==> config.mk <==
export PLATFORM = sky130hd
export DESIGN_NAME = serial_add_ctrl
export DESIGN_NICKNAME = d
export VERILOG_FILES = /design/src/rtl/serial_add_ctrl.sv
export SDC_FILE = /design/constraint.sdc
export NUM_CORES = 1
export LEC_CHECK = 0
export ABC_AREA = 1
export BUFFER_PORTS_ARGS = -buffer_cell sky130_fd_sc_hd__buf_2
export CORE_MARGIN = 2
export CORE_UTILIZATION = 50
export DETAILED_ROUTE_END_ITERATION = 10
export GPL_TIMING_DRIVEN = 0
export PLACE_DENSITY = 0.69
export SLEW_MARGIN = 5
export SYNTH_ARGS = -nofsm -noshare
export SYNTH_HDL_FRONTEND = slang
export SYNTH_SLANG_ARGS = --single-unit
==> constraint.sdc <==
create_clock -name clk -period 3.3 [get_ports clk]
set_input_delay 0.33 -clock clk [delete_from_list [all_inputs] [get_ports clk]]
set_output_delay 0.33 -clock clk [all_outputs]
set_load 0.02 [all_outputs]
==> src/rtl/serial_add_ctrl.sv <==
// Bit-serial WIDTH-bit adder: one full-adder cell reused LSB-first, one bit per clock.
// Latency: accept edge to done pulse is WIDTH+1 cycles; one operation per WIDTH+2 cycles.
// Backpressure: start is sampled only while idle; requests during an operation are dropped, not queued.
//
// Build option: define SERIAL_ADD_SUB_EN to add the 'sub' port (two's-complement subtract).
//
// Ports:
//   clk    in   rising-edge clock
//   rst_n  in   asynchronous active-low reset
//   start  in   request, sampled only in IDLE
//   op_a   in   [WIDTH-1:0] augend, captured on accept
//   op_b   in   [WIDTH-1:0] addend, captured on accept
//   cin    in   initial carry, captured on accept
//   sub    in   subtract select (SERIAL_ADD_SUB_EN builds only), captured on accept
//   busy   out  operation in flight (registered)
//   done   out  one-cycle result-valid pulse (registered)
//   sum    out  [WIDTH-1:0] result, held until the next result
//   cout   out  final carry (no-borrow flag when subtracting), held with sum

module serial_add_ctrl #(
  parameter int WIDTH = 8
) (
  input  logic             clk,
  input  logic             rst_n,
  input  logic             start,
  input  logic [WIDTH-1:0] op_a,
  input  logic [WIDTH-1:0] op_b,
  input  logic             cin,
`ifdef SERIAL_ADD_SUB_EN
  input  logic             sub,
`endif
  output logic             busy,
  output logic             done,
  output logic [WIDTH-1:0] sum,
  output logic             cout
);

  // One extra counter bit so WIDTH=1 still gets a 1-bit counter and the
  // post-increment value on the last bit (WIDTH) never wraps.
  localparam int CW = $clog2(WIDTH) + 1;

  localparam logic [1:0] S_IDLE = 2'd0;
  localparam logic [1:0] S_RUN  = 2'd1;
  localparam logic [1:0] S_DONE = 2'd2;

  logic [1:0]       r_state;
  logic [WIDTH-1:0] r_a;
  logic [WIDTH-1:0] r_b;
  logic [WIDTH-1:0] r_res;
  logic             r_carry;
  logic [CW-1:0]    r_cnt;
  logic [WIDTH-1:0] r_sum;
  logic             r_cout;
  logic             r_busy;
  logic             r_done;

  logic             w_accept;
  logic             w_last;
  logic             w_fa_s;
  logic             w_fa_c;
  logic [WIDTH-1:0] w_res_shift;
  logic [WIDTH-1:0] w_b_load;
  logic             w_c_load;

  // The shared full-adder cell.
  assign w_fa_s = r_a[0] ^ r_b[0] ^ r_carry;
  assign w_fa_c = (r_a[0] & r_b[0]) | (r_a[0] & r_carry) | (r_b[0] & r_carry);

  assign w_accept = (r_state == S_IDLE) && start;
  assign w_last   = (r_cnt == CW'(WIDTH - 1));

  // New sum bit enters at the MSB; after WIDTH shifts bit 0 has reached the LSB.
  // Written as shift/or so it stays legal for WIDTH=1.
  assign w_res_shift = (r_res >> 1) | (WIDTH'(w_fa_s) << (WIDTH - 1));

`ifdef SERIAL_ADD_SUB_EN
  // a - b = a + ~b + 1; the forced carry replaces cin when subtracting.
  assign w_b_load = sub ? ~op_b : op_b;
  assign w_c_load = sub | cin;
`else
  assign w_b_load = op_b;
  assign w_c_load = cin;
`endif

  // Sequencer and datapath.
  always_ff @(posedge clk or negedge rst_n) begin
    if (!rst_n) begin
      r_state <= S_IDLE;
      r_a     <= '0;
      r_b     <= '0;
      r_res   <= '0;
      r_carry <= 1'b0;
      r_cnt   <= '0;
      r_sum   <= '0;
      r_cout  <= 1'b0;
    end else begin
      case (r_state)
        S_IDLE: begin
          if (start) begin
            r_a     <= op_a;
            r_b     <= w_b_load;
            r_carry <= w_c_load;
            r_res   <= '0;
            r_cnt   <= '0;
            r_state <= S_RUN;
          end
        end
        S_RUN: begin
          r_res   <= w_res_shift;
          r_carry <= w_fa_c;
          r_a     <= r_a >> 1;
          r_b     <= r_b >> 1;
          r_cnt   <= r_cnt + CW'(1);
          if (w_last) begin
            r_state <= S_DONE;
          end
        end
        S_DONE: begin
          // Result register and final carry are complete here; publish them
          // together so sum never shows a partially shifted value.
          r_sum   <= r_res;
          r_cout  <= r_carry;
          r_state <= S_IDLE;
        end
        default: begin
          r_state <= S_IDLE;
        end
      endcase
    end
  end

  // Registered status. done is loaded from the DONE state, so the pulse is
  // visible during the IDLE cycle that follows it; that is also the first
  // cycle in which a new start can be sampled. busy rises right after the
  // accept edge and falls together with done unless a new start is accepted.
  always_ff @(posedge clk or negedge rst_n) begin
    if (!rst_n) begin
      r_busy <= 1'b0;
      r_done <= 1'b0;
    end else begin
      r_done <= (r_state == S_DONE);
      r_busy <= w_accept || (r_state == S_RUN) || (r_state == S_DONE);
    end
  end

  assign busy = r_busy;
  assign done = r_done;
  assign sum  = r_sum;
  assign cout = r_cout;

endmodule

After elaboration in Yosys (flattened, before gate mapping)

Index checks and enable logic that the tools add are counted.

Register bits: 42

Add/subtract/negate cells: 1
Equality and inequality tests: 5
Mux-type cells: 13
Bitwise operators: 8
Reductions and logical operators: 7

Operators by type and width:

| cell                | number |
|---|---|
| $pmux 8 s2          | 3 |
| $mux 8              | 3 |
| $or 7x8->8          | 1 |
| $pmux 4 s2          | 1 |
| $add 4x1->4 const B | 1 |
| $eq 4x3->1 const B  | 1 |
| $mux 2              | 2 |
| $mux 4              | 1 |
| $ne 2x2->1 const B  | 2 |
| $pmux 2 s2          | 1 |
| $reduce_and 2->1    | 2 |
| $and 1x1->1         | 3 |
| $eq 2x1->1 const B  | 1 |
| $eq 2x2->1 const B  | 1 |
| $logic_not 2->1     | 1 |
| $logic_or 1x1->1    | 2 |
| $or 1x1->1          | 2 |
| $pmux 1 s2          | 1 |
| $reduce_bool 2->1   | 1 |
| $xor 1x1->1         | 2 |
| $logic_and 1x1->1   | 1 |
| $mux 1              | 1 |

Logic depth before layout (Yosys ltp)

Gate-level depths: netlist (run 1).

Depth in word-level cells: 4
Mapped depth: 7
Depth with buffers taken out: 7

Worst setup path before layout (run 1)

OpenSTA, ideal clock, no wires.

Path kind: register -> register
Start: register r_a[0]
End: register r_carry
Library setup time: 0.065 ns
Arrival time: 1.031 ns
Data required time: 3.235 ns
Setup slack: 2.204 ns
Cell stages (with the launch flop): 8
Buffers on the path: 0
Clock period less this slack: 1.096 ns
Cells stage by stage: dfrtp_1 inv_1 fa_1 inv_1 nand3_1 nand2_1 nand2_1 nand2_1

Word-level cells in the longest chain between the ends: 4

RTL lines:

| element                      | line | RTL |
|---|---|---|
| start: declaration           | 47   | `logic [WIDTH-1:0] r_a;` |
| start signal: assignment     | 100  | `r_a <= op_a;` |
| start signal: assignment     | 111  | `r_a <= r_a >> 1;` |
| $and 1x1->1                  | 67   | `assign w_fa_c = (r_a[0] & r_b[0]) \| (r_a[0] & r_carry) \| (r_b[0] & r_carry);` |
| $or 1x1->1 (*) (2 in series) | 67   |  |
| $pmux 1 s2 (*)               | 97   | `case (r_state)` |
| end signal: assignment       | 102  | `r_carry <= w_c_load;` |
| end signal: assignment       | 110  | `r_carry <= w_fa_c;` |
| end: declaration             | 50   | `logic r_carry;` |

Mark *: on every way between the ends. The rest lies on a longest branch, timed or not.
A chain may end at the register's enable or synchronous reset.

Worst setup path after layout (run 1)

Start: register r_state[0]
End: register r_cout (netlist: cout)

Word-level cells in the longest chain between the ends: 1

RTL lines:

| element                  | line | RTL |
|---|---|---|
| start: declaration       | 46   | `logic [1:0] r_state;` |
| start signal: assignment | 88   | `r_state <= S_IDLE;` |
| start signal: assignment | 105  | `r_state <= S_RUN;` |
| start signal: assignment | 115  | `r_state <= S_DONE;` |
| $eq 2x2->1               | 97   |  |
| end signal: assignment   | 122  | `r_cout <= r_carry;` |
| end: declaration         | 53   | `logic r_cout;` |

No other way between the ends.

==> reports/qor.log, run 1 <==
INFO  placed_design  place_congestion=0.759
INFO  timing         min_period=1.21ns
INFO  timing         finClkSkew=0.00678ns
INFO  setup_path     critical-path-top-cell-by-count=sky130_fd_sc_hd__buf_6
INFO  die            fp.dieW=65.6um
INFO  synthesis      syn_area=1900um^2
INFO  timing         final_max_slew_viol_count=0
INFO  final_layout   areaGrowthSynthToFinish=16.1%
INFO  synthesis      syn_avg_cell_area=8.35um^2
INFO  placed_design  hpwlAfterDp=2.53mm
INFO  timing         final.hold.worst_slack=0.161ns
INFO  run            maxCapViolCount=0
INFO  timing         hold_viol=0
INFO  timing         timing_worst_slew_pin_value=0.916ns
INFO  final_layout   filler_cell_count=357
INFO  clock_network  clk_pin_slew_worst_paths=0.08ns
INFO  clock_network  cts_buffer_depth=2
INFO  global_routing grt_max_degree=43
INFO  clock_network  ctsHoldBuffers=0
INFO  clock_network  cts_repair_resize_count=0
INFO  clock_network  cts_tree=done
INFO  timing         report.final.setup_viol=0
INFO  synthesis      yosysSeqAreaShare=55.4%
INFO  setup_path     crit_path_start_kind=register
INFO  routing        firstDrtPassIters=4
INFO  final_layout   num_antenna_cells=0
INFO  placed_design  dpl_cell_area=2110um^2
INFO  setup_path     critPathSlowestCell=sky130_fd_sc_hd__dfrtp_1
INFO  routing        drc_errors=0
INFO  synthesis      synth_cells=227
INFO  synthesis      yosys_warnings=0
INFO  power          leakage=0.00121uW
INFO  final_layout   final_common_cell=sky130_fd_sc_hd__nand2_1
INFO  setup_path     setup.worst_path.end_class=register
INFO  timing         grt_setup_unrepaired=false
INFO  power          pwr_density_cell=880nW/um^2
INFO  clock_network  post-cts-setup-buffers=0
INFO  power          p_total=1940uW
INFO  global_routing grt-ovfl-total=0
INFO  timing         max_clock_freq=0.825GHz
INFO  routing        avgRoutedWirePerCell=11.8um
INFO  setup_path     crit_path_cell_trace=buf_6 -> inv_2 -> nand2_2 -> buf_6 -> o21ai_0
INFO  routing        antenna_violating_nets_post_route=0
INFO  setup_path     cp_slowest_stage_delay=0.38ns
INFO  setup_path     worstSetupPathType=register to register
INFO  routing        wirelength=3.69mm
INFO  global_routing globalRouteTotalUtil=20.7%
INFO  clock_network  cts_num_sinks=42
INFO  die            io_pins=31
INFO  routing        drt_iter0_drc=184
INFO  power          largest_voltage_drop_on_the_vdd_net=0.000385V
INFO  routing        num_vias=1537
INFO  final_layout   multi_input_comb_area=688um^2
INFO  routing        viasPerCell=4.91
INFO  clock_network  cts_root_buffer=sky130_fd_sc_hd__clkbuf_8
INFO  final_layout   final_nets=286
INFO  setup_path     arrival_time_of_data_at_the_critical_path_endpoint=1.42ns
INFO  final_layout   drive_gt1_share=20.4%
INFO  final_layout   final_area=2200um^2
INFO  status         run_status=completed
INFO  global_routing grt_pass1_vias=1535
INFO  setup_path     cp_top_family=buffers and inverters
INFO  global_routing grt_pass1_wl=6.74mm
INFO  die            design.core.area=3660um^2
INFO  worst_hold_path hold_path.class=input port to asynchronous set/reset pin
INFO  setup_path     cp_max_fo=10
INFO  global_routing grt_antenna_before_repair=0
INFO  synthesis      synth-seq-cells=42
INFO  placed_design  port_buffers=30
INFO  final_layout   ff_latch_area=1050um^2
INFO  timing         part_of_the_cycle_the_worst_path_needs=36.7%
INFO  timing         tns=0ns
INFO  die            placement_rows=22
INFO  clock_network  htree_num_levels=2
INFO  placed_design  post-place-ws=2.11ns
INFO  final_layout   final_cell_mix=sky130_fd_sc_hd__nand2_1 (106), sky130_fd_sc_hd__dfrtp_1 (42), sky130_fd_sc_hd__buf_2 (32), sky130_fd_sc_hd__nand3_1 (20), sky130_fd_sc_hd__o21ai_0 (19)
INFO  timing         slew-limit-headroom=38.9%
INFO  die            die_height=65.6um
INFO  synthesis      syn_nets=249
INFO  timing         final.setup.worst_slack=2.09ns
INFO  clock_network  cts-buffers-inserted=5
INFO  synthesis      yosys.cell_types.count=18
INFO  die            floorplan.initialDensity=51.8%
INFO  die            fp.dieArea=4300um^2
INFO  setup_path     cp.buffers_inverters=3
INFO  setup_path     worst-endpoint-required=3.51ns
INFO  clock_network  worst_skew_pair.late_latency=0.30ns
==> per-stage QoR <==
| step | utilization, % | cells |
|---|---|---|
| after global placement | 57.5 | 305 |
| final | 60.1 | 313 |
| after CTS | 60.1 | 313 |
| after global routing | 60.1 | 313 |
| after detailed placement | 57.5 | 305 |
| after floorplan | - | 227 |
==> path summary, 6_finish.rpt <==
path                            startpoint     end  slack [ns]  depth (start not counted)
max in group asynchronous            rst_n  r_b[0]        2.56                          1
worst max-delay path            r_state[0]    cout        2.09                          5
worst min register to register    r_res[0]  sum[0]        0.47                          2
worst max register to register  r_state[0]    cout        2.09                          5
min in group clk                   op_a[7]  r_a[7]        0.28                          3
worst min-delay path                 rst_n  sum[7]        0.16                          1
==> cells in the mapped netlist, drive strengths merged <==
cell    count  area share [%]
nand2     108              22
dfrtp      42              55
o21ai      21             6.1
nand3      20             5.3
inv        19             3.8
buf        10             4.5
nor2        3            0.59
fa          1             1.1
ha          1            0.66
nor3        1            0.26
o211ai      1            0.40
==> logic make-up after synthesis <==
| group | Yosys count | synth area share [%] |
|---|---|---|
| adder cells (fa/ha/maj) | 2 | 1.72 |
| buffers and inverters | 29 | 8.25 |
| flip-flops | 42 | 55.4 |
| AND/OR/NAND/NOR | 132 | 28.1 |
| AO/OA/AOI/OAI | 22 | 6.53 |
==> power breakdown <==
group	internal (uW)	total, uW	switching (uW)
registers	715	831	116
clock network	168	348	180
logic	285	759	474
==> layout make-up <==
cell class | count | area share, %
timing repair buffer | 30 | 6.82
multi-input combinational | 156 | 31.3
sequential | 42 | 47.8
clock buffer | 6 | 3.75
clock inverter | 2 | 0.569
inverter | 19 | 3.24
buffer | 10 | 3.87
tap | 48 | 2.73
==> layer usage <==
metal	GRT usage, %	vias to the layer above	part of all wire [%]
li1	-	776	-
met1	27.3	712	49
met2	32.8	43	45
met3	5.48	6	5.2
met4	7.81	0	1.5
met5	0	-	0
==> sequential cells by signal, summed over array words and instances (netlist names) <==
signal,flops
r_carry,1
busy,1
sum,8
r_state,2
r_b,8
r_a,8
r_res,8
done,1
cout,1
r_cnt,4
Power figures use the tool's default switching activity.
==> run 2, diff against run 1 <==
ABC_AREA = 0   (was 1)
PLACE_DENSITY = 0.72   (was 0.69)
clock period = 1.1 ns   (was 3.3 ns; I/O delays follow)
==> reports/qor.log, run 2 <==
INFO  setup_path     cp_max_fo=10 [unchanged]
INFO  power          leakage=0.00120uW [-1.3%]
INFO  timing         max_clock_freq=0.813GHz [-1.5%]
INFO  timing         final.setup.worst_slack=-0.130ns [-2.22 ns]
INFO  synthesis      syn_nets=171 [-31%]
INFO  global_routing grt_max_degree=43 [unchanged]
INFO  clock_network  worst_skew_pair.late_latency=0.30ns [about the same]
INFO  die            fp.dieArea=4350um^2 [+1.1%]
INFO  timing         final.hold.worst_slack=-0.0702ns [-0.231 ns]
INFO  timing         timing_worst_slew_pin_value=0.902ns [-0.0146 ns]
INFO  routing        antenna_violating_nets_post_route=0 [unchanged]
INFO  final_layout   final_common_cell=sky130_fd_sc_hd__dfrtp_1
INFO  routing        num_vias=1327 [-14%]
INFO  timing         slew-limit-headroom=39.9% [+0.97 points]
INFO  routing        avgRoutedWirePerCell=16.2um [+37%]
INFO  setup_path     critPathSlowestCell=sky130_fd_sc_hd__dfrtp_1
INFO  placed_design  hpwlAfterDp=2.62mm [+3.2%]
INFO  synthesis      synth_async_sr_flop_share=100% [unchanged]
INFO  placed_design  post-place-ws=-0.132ns [-2.24 ns]
INFO  timing         part_of_the_cycle_the_worst_path_needs=112% [+75 points]
INFO  routing        firstDrtPassIters=4 [unchanged]
INFO  die            design.core.area=3660um^2 [unchanged]
INFO  global_routing grt-ovfl-total=0 [unchanged]
INFO  clock_network  cts-buffers-inserted=5 [unchanged]
INFO  final_layout   final_cell_mix=sky130_fd_sc_hd__dfrtp_1 (41), sky130_fd_sc_hd__buf_2 (30), sky130_fd_sc_hd__nand2_1 (16), sky130_fd_sc_hd__buf_4 (13), sky130_fd_sc_hd__a22oi_2 (11)
INFO  die            die_height=65.9um [+0.56%]
INFO  clock_network  cts_tree=done
INFO  timing         tns=-2.49ns [-2.49 ns]
INFO  run            maxCapViolCount=0 [unchanged]
INFO  synthesis      synthMostInstantiatedCell=sky130_fd_sc_hd__dfrtp_1
INFO  synthesis      synth_top_flop_cell=sky130_fd_sc_hd__dfrtp_1
INFO  synthesis      synth-edff-count=0 [unchanged]
INFO  synthesis      yosys_warnings=0 [unchanged]
INFO  synthesis      yosysSeqAreaShare=54.8% [-0.65 points]
INFO  clock_network  cts_root_buffer=sky130_fd_sc_hd__clkbuf_8
INFO  global_routing grt_pass1_vias=1428 [-7.0%]
INFO  power          pwr_density_cell=2450nW/um^2 [+180%]
INFO  synthesis      synth_cells=149 [-34%]
INFO  die            placement_rows=22 [unchanged]
INFO  setup_path     arrival_time_of_data_at_the_critical_path_endpoint=1.42ns [about the same]
INFO  timing         grt_setup_unrepaired=true
INFO  timing         hold_viol=42 [+42]
INFO  synthesis      synth-seq-cells=42 [unchanged]
INFO  die            floorplan.initialDensity=52.4% [+0.62 points]
INFO  routing        drt_iter0_drc=88 [-52%]
INFO  synthesis      synth_top_cells_by_area=sky130_fd_sc_hd__dfrtp_1 (55%), sky130_fd_sc_hd__a22oi_2 (5.9%), sky130_fd_sc_hd__mux2_4 (5.5%)
INFO  synthesis      post-synth-top-area-fraction=54.8% [-0.65 points]
INFO  setup_path     worstSetupPathType=register to register
INFO  routing        drc_errors=0 [unchanged]
INFO  clock_network  cts_num_sinks=42 [unchanged]
INFO  routing        wirelength=4.07mm [+11%]
INFO  final_layout   num_antenna_cells=0 [unchanged]
INFO  routing        viasPerCell=5.27 [+7.2%]
INFO  worst_hold_path hold_path.class=input port to asynchronous set/reset pin
INFO  die            fp.dieW=65.9um [+0.56%]
INFO  global_routing globalRouteTotalUtil=21.8% [+1.2 points]
INFO  die            io_pins=31 [unchanged]
INFO  synthesis      synth.cells.most_frequent=sky130_fd_sc_hd__dfrtp_1 (42), sky130_fd_sc_hd__nand2_1 (19), sky130_fd_sc_hd__a22o_1 (9), sky130_fd_sc_hd__a22oi_2 (9), sky130_fd_sc_hd__o21ai_1 (8)
INFO  setup_path     worst-endpoint-required=1.29ns [-2.22 ns]
INFO  final_layout   final_util=68.0% [+7.9 points]
INFO  clock_network  clk_pin_slew_worst_paths=0.08ns [about the same]
INFO  setup_path     setup.worst_path.end_class=register
INFO  synthesis      syn_avg_cell_area=12.9um^2 [+54%]
INFO  timing         finClkSkew=0.00647ns [-0.000305 ns]
INFO  setup_path     cp_slowest_stage_delay=0.38ns [about the same]
INFO  clock_network  htree_num_levels=2 [unchanged]
INFO  final_layout   final_nets=225 [-21%]
INFO  clock_network  cts_buffer_depth=2 [unchanged]
INFO  power          largest_voltage_drop_on_the_vdd_net=0.00117V [+200%]
INFO  synthesis      syn_area=1920um^2 [+1.2%]
INFO  final_layout   areaGrowthSynthToFinish=29.8%
INFO  setup_path     crit_path_start_kind=register
INFO  timing         final_max_slew_viol_count=0 [unchanged]
INFO  status         violations=hold timing, setup timing
INFO  timing         min_period=1.23ns [+0.0190 ns]
INFO  setup_path     crit_path_cell_trace=buf_6 -> nand2b_4 -> buf_8 -> mux2_4
INFO  timing         report.final.setup_viol=34 [+34]
INFO  final_layout   drive_gt1_share=57.4% [+37 points]
INFO  synthesis      yosys.cell_types.count=31 [+13]
INFO  placed_design  place_congestion=0.783 [+3.2%]
INFO  synthesis      synthDominantAreaCellType=sky130_fd_sc_hd__dfrtp_1
INFO  status         run_status=finished with violations
INFO  global_routing grt_antenna_before_repair=0 [unchanged]
INFO  placed_design  port_buffers=30 [unchanged]
INFO  global_routing grt_pass1_wl=6.96mm [+3.3%]
## run 2: cell count changes in the layout (fill, tap and decap cells not counted), moves of 6 or more
cell	previous run	this run
sky130_fd_sc_hd__buf_6	4	10
sky130_fd_sc_hd__o21ai_1	1	9
sky130_fd_sc_hd__mux2_4	0	8
sky130_fd_sc_hd__a22oi_2	0	11
sky130_fd_sc_hd__a22o_1	0	9
sky130_fd_sc_hd__inv_1	16	1
sky130_fd_sc_hd__o21ai_0	19	0
sky130_fd_sc_hd__nand3_1	20	1
sky130_fd_sc_hd__o21ai_2	0	7
sky130_fd_sc_hd__buf_4	4	13
sky130_fd_sc_hd__nand2_1	106	16
## run 2: where the power goes
part	switching [uW]	internal [uW]	total, uW
combinational	1180	1260	2440
clock	521	668	1190
sequential	397	2070	2470
total	2100	3990	6090
## run 2: worst paths after layout
path                                  from          to  slack [ns]  cells after the start
worst min register to register        cout        cout        0.49                      2
worst min-delay path                 rst_n    r_res[5]       -0.07                      1
max in group asynchronous            rst_n  r_state[1]        0.54                      1
worst max-delay path            r_state[0]      sum[7]       -0.13                      4
min in group clk                   op_b[3]      r_b[3]        0.08                      3
worst max register to register  r_state[0]      sum[7]       -0.13                      4
## run 2: cells by family (layout without fill, tap and decap cells)
kind of cell             after synthesis  after routing  share of synthesized area (%)
multiplexers                           9              9                           6.65
AO/OA/AOI/OAI                         50             51                           23.0
adder cells (fa/ha/maj)                2              2                           1.70
AND/OR/NAND/NOR                       30             30                           7.70
flip-flops                            42             42                           54.8
buffers and inverters                 16             70                           6.13
## run 2: what timing repair did
item,in CTS,in global routing
pin swaps,5,2
endpoints found under the hold margin,42,2
gates cloned,4,0
setup buffers,11,2
setup endpoints to repair,38,41
resized for setup,14,14
## run 2: critical path, delay by kind of cell, from the launching register on
family / cells / cell delay [ns]
multiplexers: 1 / 0.30
flip-flops: 1 / 0.38
buffers and inverters: 2 / 0.30
AND/OR/NAND/NOR: 1 / 0.15
## run 2: layout make-up
type / instances / area [um^2]
Fill cell: 270 / 1170
Inverter: 6 / 22.5
Buffer: 10 / 110
Clock inverter: 3 / 40.0
Sequential cell: 42 / 1050
Timing Repair Buffer: 46 / 313
Tap cell: 48 / 60.1
Clock buffer: 5 / 68.8
Multi-Input combinational cell: 92 / 823
## run 2: routing by layer
layer	up-vias	track usage (%)	routed length, um
li1	642	-	-
met1	655	26.4	1620
met2	27	38.3	2250
met3	3	6.13	165
met4	0	5.87	35
met5	-	0	0
## run 2: per-stage QoR
stage	total power, uW	area [um^2]	instances	hold WS (ns)
6_report	6090	2490	252	-0.0702
5_1_grt	6530	2490	252	-0.0000586
4_1_cts	5980	2420	250	-0.0276
3_5_place_dp	4510	2150	227	0.294
3_3_place_gp	4390	2150	227	0.276
2_1_floorplan	3950	1940	149	-0.186
==> run 3, diff against run 2 <==
RECOVER_POWER = 50   (was unset)
SKIP_LAST_GASP = 1   (was unset)
==> reports/qor.log, run 3 (same netlist as run 2, synthesis figures left out) <==
INFO  status         run_status=finished with violations
INFO  status         violations=hold timing, setup timing
INFO  global_routing globalRouteTotalUtil=21.8% [unchanged]
INFO  placed_design  placed_cells_incl_taps=227 [unchanged]
INFO  setup_path     arrival_time_of_data_at_the_critical_path_endpoint=1.42ns [about the same]
INFO  power          largest_voltage_drop_on_the_vdd_net=0.00117V [-0.30%]
INFO  timing         grt_setup_unrepaired=true
INFO  timing         final.hold.worst_slack=-0.0342ns [+0.0361 ns]
INFO  setup_path     reg2reg_slack=-0.13ns [about the same]
INFO  global_routing grt-ovfl-total=0 [unchanged]
INFO  final_layout   finalNonFillerCells=252 [unchanged]
INFO  die            io_pins=31 [unchanged]
INFO  clock_network  cts_buffer_depth=2 [unchanged]
INFO  routing        drc_errors=0 [unchanged]
INFO  setup_path     cp_max_fo=10 [unchanged]
INFO  power          p_total=6050uW [-0.61%]
INFO  global_routing grt_pass1_wl=6.96mm [unchanged]
INFO  setup_path     setup.worst_path.end_class=register
INFO  clock_network  htree_num_levels=2 [unchanged]
INFO  timing         slew-limit-headroom=33.0% [-6.8 points]
INFO  final_layout   areaGrowthSynthToFinish=28.8%
INFO  final_layout   final_common_cell=sky130_fd_sc_hd__dfrtp_1
INFO  run            maxCapViolCount=0 [unchanged]
INFO  setup_path     ff2ff_path_depth=4 [unchanged]
INFO  setup_path     worst_setup_startpoint=r_state[0]
INFO  timing         timing_worst_slew_pin_value=1.00ns [+0.103 ns]
INFO  clock_network  clk_pin_slew_worst_paths=0.08ns [about the same]
INFO  clock_network  cts_root_buffer=sky130_fd_sc_hd__clkbuf_8
INFO  die            placement_rows=22 [unchanged]
INFO  global_routing grt_pass1_vias=1430 [+0.14%]
INFO  die            fp.dieArea=4350um^2 [unchanged]
INFO  routing        antenna_violating_nets_post_route=0 [unchanged]
INFO  setup_path     crit_path_start_kind=register
INFO  global_routing grt_antenna_before_repair=0 [unchanged]
INFO  routing        firstDrtPassIters=4 [unchanged]
INFO  clock_network  worst_skew_pair.late_latency=0.30ns [about the same]
INFO  placed_design  place_congestion=0.783 [unchanged]
INFO  power          pwr_density_cell=2450nW/um^2 [+0.20%]
INFO  clock_network  cts_num_sinks=42 [unchanged]
INFO  setup_path     ff_to_ff_end=sum[7]
INFO  final_layout   final_util=67.5% [-0.55 points]
INFO  final_layout   num_antenna_cells=0 [unchanged]
INFO  routing        num_vias=1329 [+0.15%]
INFO  timing         min_period=1.23ns [+0.00366 ns]
INFO  die            die_height=65.9um [unchanged]
INFO  placed_design  port_buffers=30 [unchanged]
INFO  timing         finClkSkew=0.00480ns [-0.00167 ns]
INFO  die            design.core.area=3660um^2 [unchanged]
INFO  placed_design  post-place-ws=-0.132ns [unchanged]
INFO  worst_hold_path hold_path.class=input port to asynchronous set/reset pin
INFO  clock_network  cts-buffers-inserted=5 [unchanged]
INFO  final_layout   final_nets=225 [unchanged]
INFO  timing         final.setup.worst_slack=-0.134ns [-0.00366 ns]
INFO  setup_path     worst-endpoint-required=1.29ns [about the same]
INFO  routing        wirelength=4.04mm [-0.86%]
INFO  routing        viasPerCell=5.27 [+0.15%]
INFO  routing        drt_iter0_drc=81 [-8.0%]
INFO  timing         final_max_slew_viol_count=0 [unchanged]
INFO  die            fp.dieW=65.9um [unchanged]
INFO  die            floorplan.initialDensity=52.4% [unchanged]
INFO  setup_path     worstSetupPathType=register to register
INFO  global_routing grt_max_degree=43 [unchanged]
INFO  clock_network  cts_tree=done
INFO  power          leakage=0.00120uW [-0.28%]
INFO  routing        avgRoutedWirePerCell=16.0um [-0.86%]
INFO  timing         hold_viol=42 [unchanged]
INFO  final_layout   final_cell_mix=sky130_fd_sc_hd__dfrtp_1 (41), sky130_fd_sc_hd__buf_2 (29), sky130_fd_sc_hd__nand2_1 (18), sky130_fd_sc_hd__buf_4 (14), sky130_fd_sc_hd__a22oi_2 (10)
INFO  timing         part_of_the_cycle_the_worst_path_needs=112% [+0.33 points]
INFO  timing         report.final.setup_viol=35 [+2.9%]
INFO  final_layout   drive_gt1_share=54.9% [-2.5 points]
INFO  setup_path     r2r_path_start=r_state[0]
INFO  placed_design  hpwlAfterDp=2.62mm [unchanged]
INFO  timing         max_clock_freq=0.810GHz [-0.30%]
-- run 3: layout make-up --
type	instances	area, um^2
clock inverter	3	40.0
timing repair buffer	46	309
buffer	10	110
clock buffer	5	68.8
tap	48	60.1
multi-input combinational	92	807
inverter	6	22.5
sequential	42	1050
fill	278	1190
-- run 3: per-layer routing --
metal / vias to the layer above / wire length, um / global-route usage (%)
met1: 653 / 1570 / 26.4
met5: - / 0 / 0
met3: 3 / 182 / 6.13
met4: 0 / 36 / 5.87
li1: 646 / - / -
met2: 27 / 2250 / 38.3
-- run 3: power by group --
part / leakage (uW) / switching [uW] / internal, uW / total, uW
Sequential: 0.000550 / 389 / 2070 / 2460
Combinational: 0.000588 / 1160 / 1240 / 2400
Clock: 0.0000579 / 527 / 668 / 1190
Total: 0.00120 / 2080 / 3980 / 6050
-- run 3: through the flow --
| stage | TNS (ns) | cell area, um^2 |
|---|---|---|
| 2_1_floorplan | -0.576 | 1940 |
| 3_3_place_gp | -2.34 | 2150 |
| 3_5_place_dp | -3.02 | 2150 |
| 4_1_cts | -2.08 | 2420 |
| 5_1_grt | -4.40 | 2470 |
| 6_report | -2.57 | 2470 |
-- run 3: critical path: stages, from the launching register on --
cell and delay (ns):
sky130_fd_sc_hd__dfrtp_1 0.38, sky130_fd_sc_hd__buf_6 0.15, sky130_fd_sc_hd__nand2b_4 0.15, sky130_fd_sc_hd__buf_8 0.15, sky130_fd_sc_hd__mux2_4 0.30
-- run 3: worst max-delay path by stage --
stage                           to  slack (ns)  depth (start not counted)
final                       sum[7]       -0.13                          4
after global routing      r_cnt[3]       -0.16                          5
after CTS                   sum[7]       -0.13                          4
after detailed placement    sum[7]       -0.13                          4
after global placement      sum[6]       -0.12                          4
after floorplan             sum[1]       -0.07                          4
-- run 3: what timing repair did --
item | 4_1_cts | 5_1_grt
buffers inserted | 11 | 2
cloned | 4 | 0
endpoints found under the hold margin | 42 | 2
setup endpoints to repair | 38 | 41
gates resized for setup | 14 | 7
pin swaps | 3 | 3
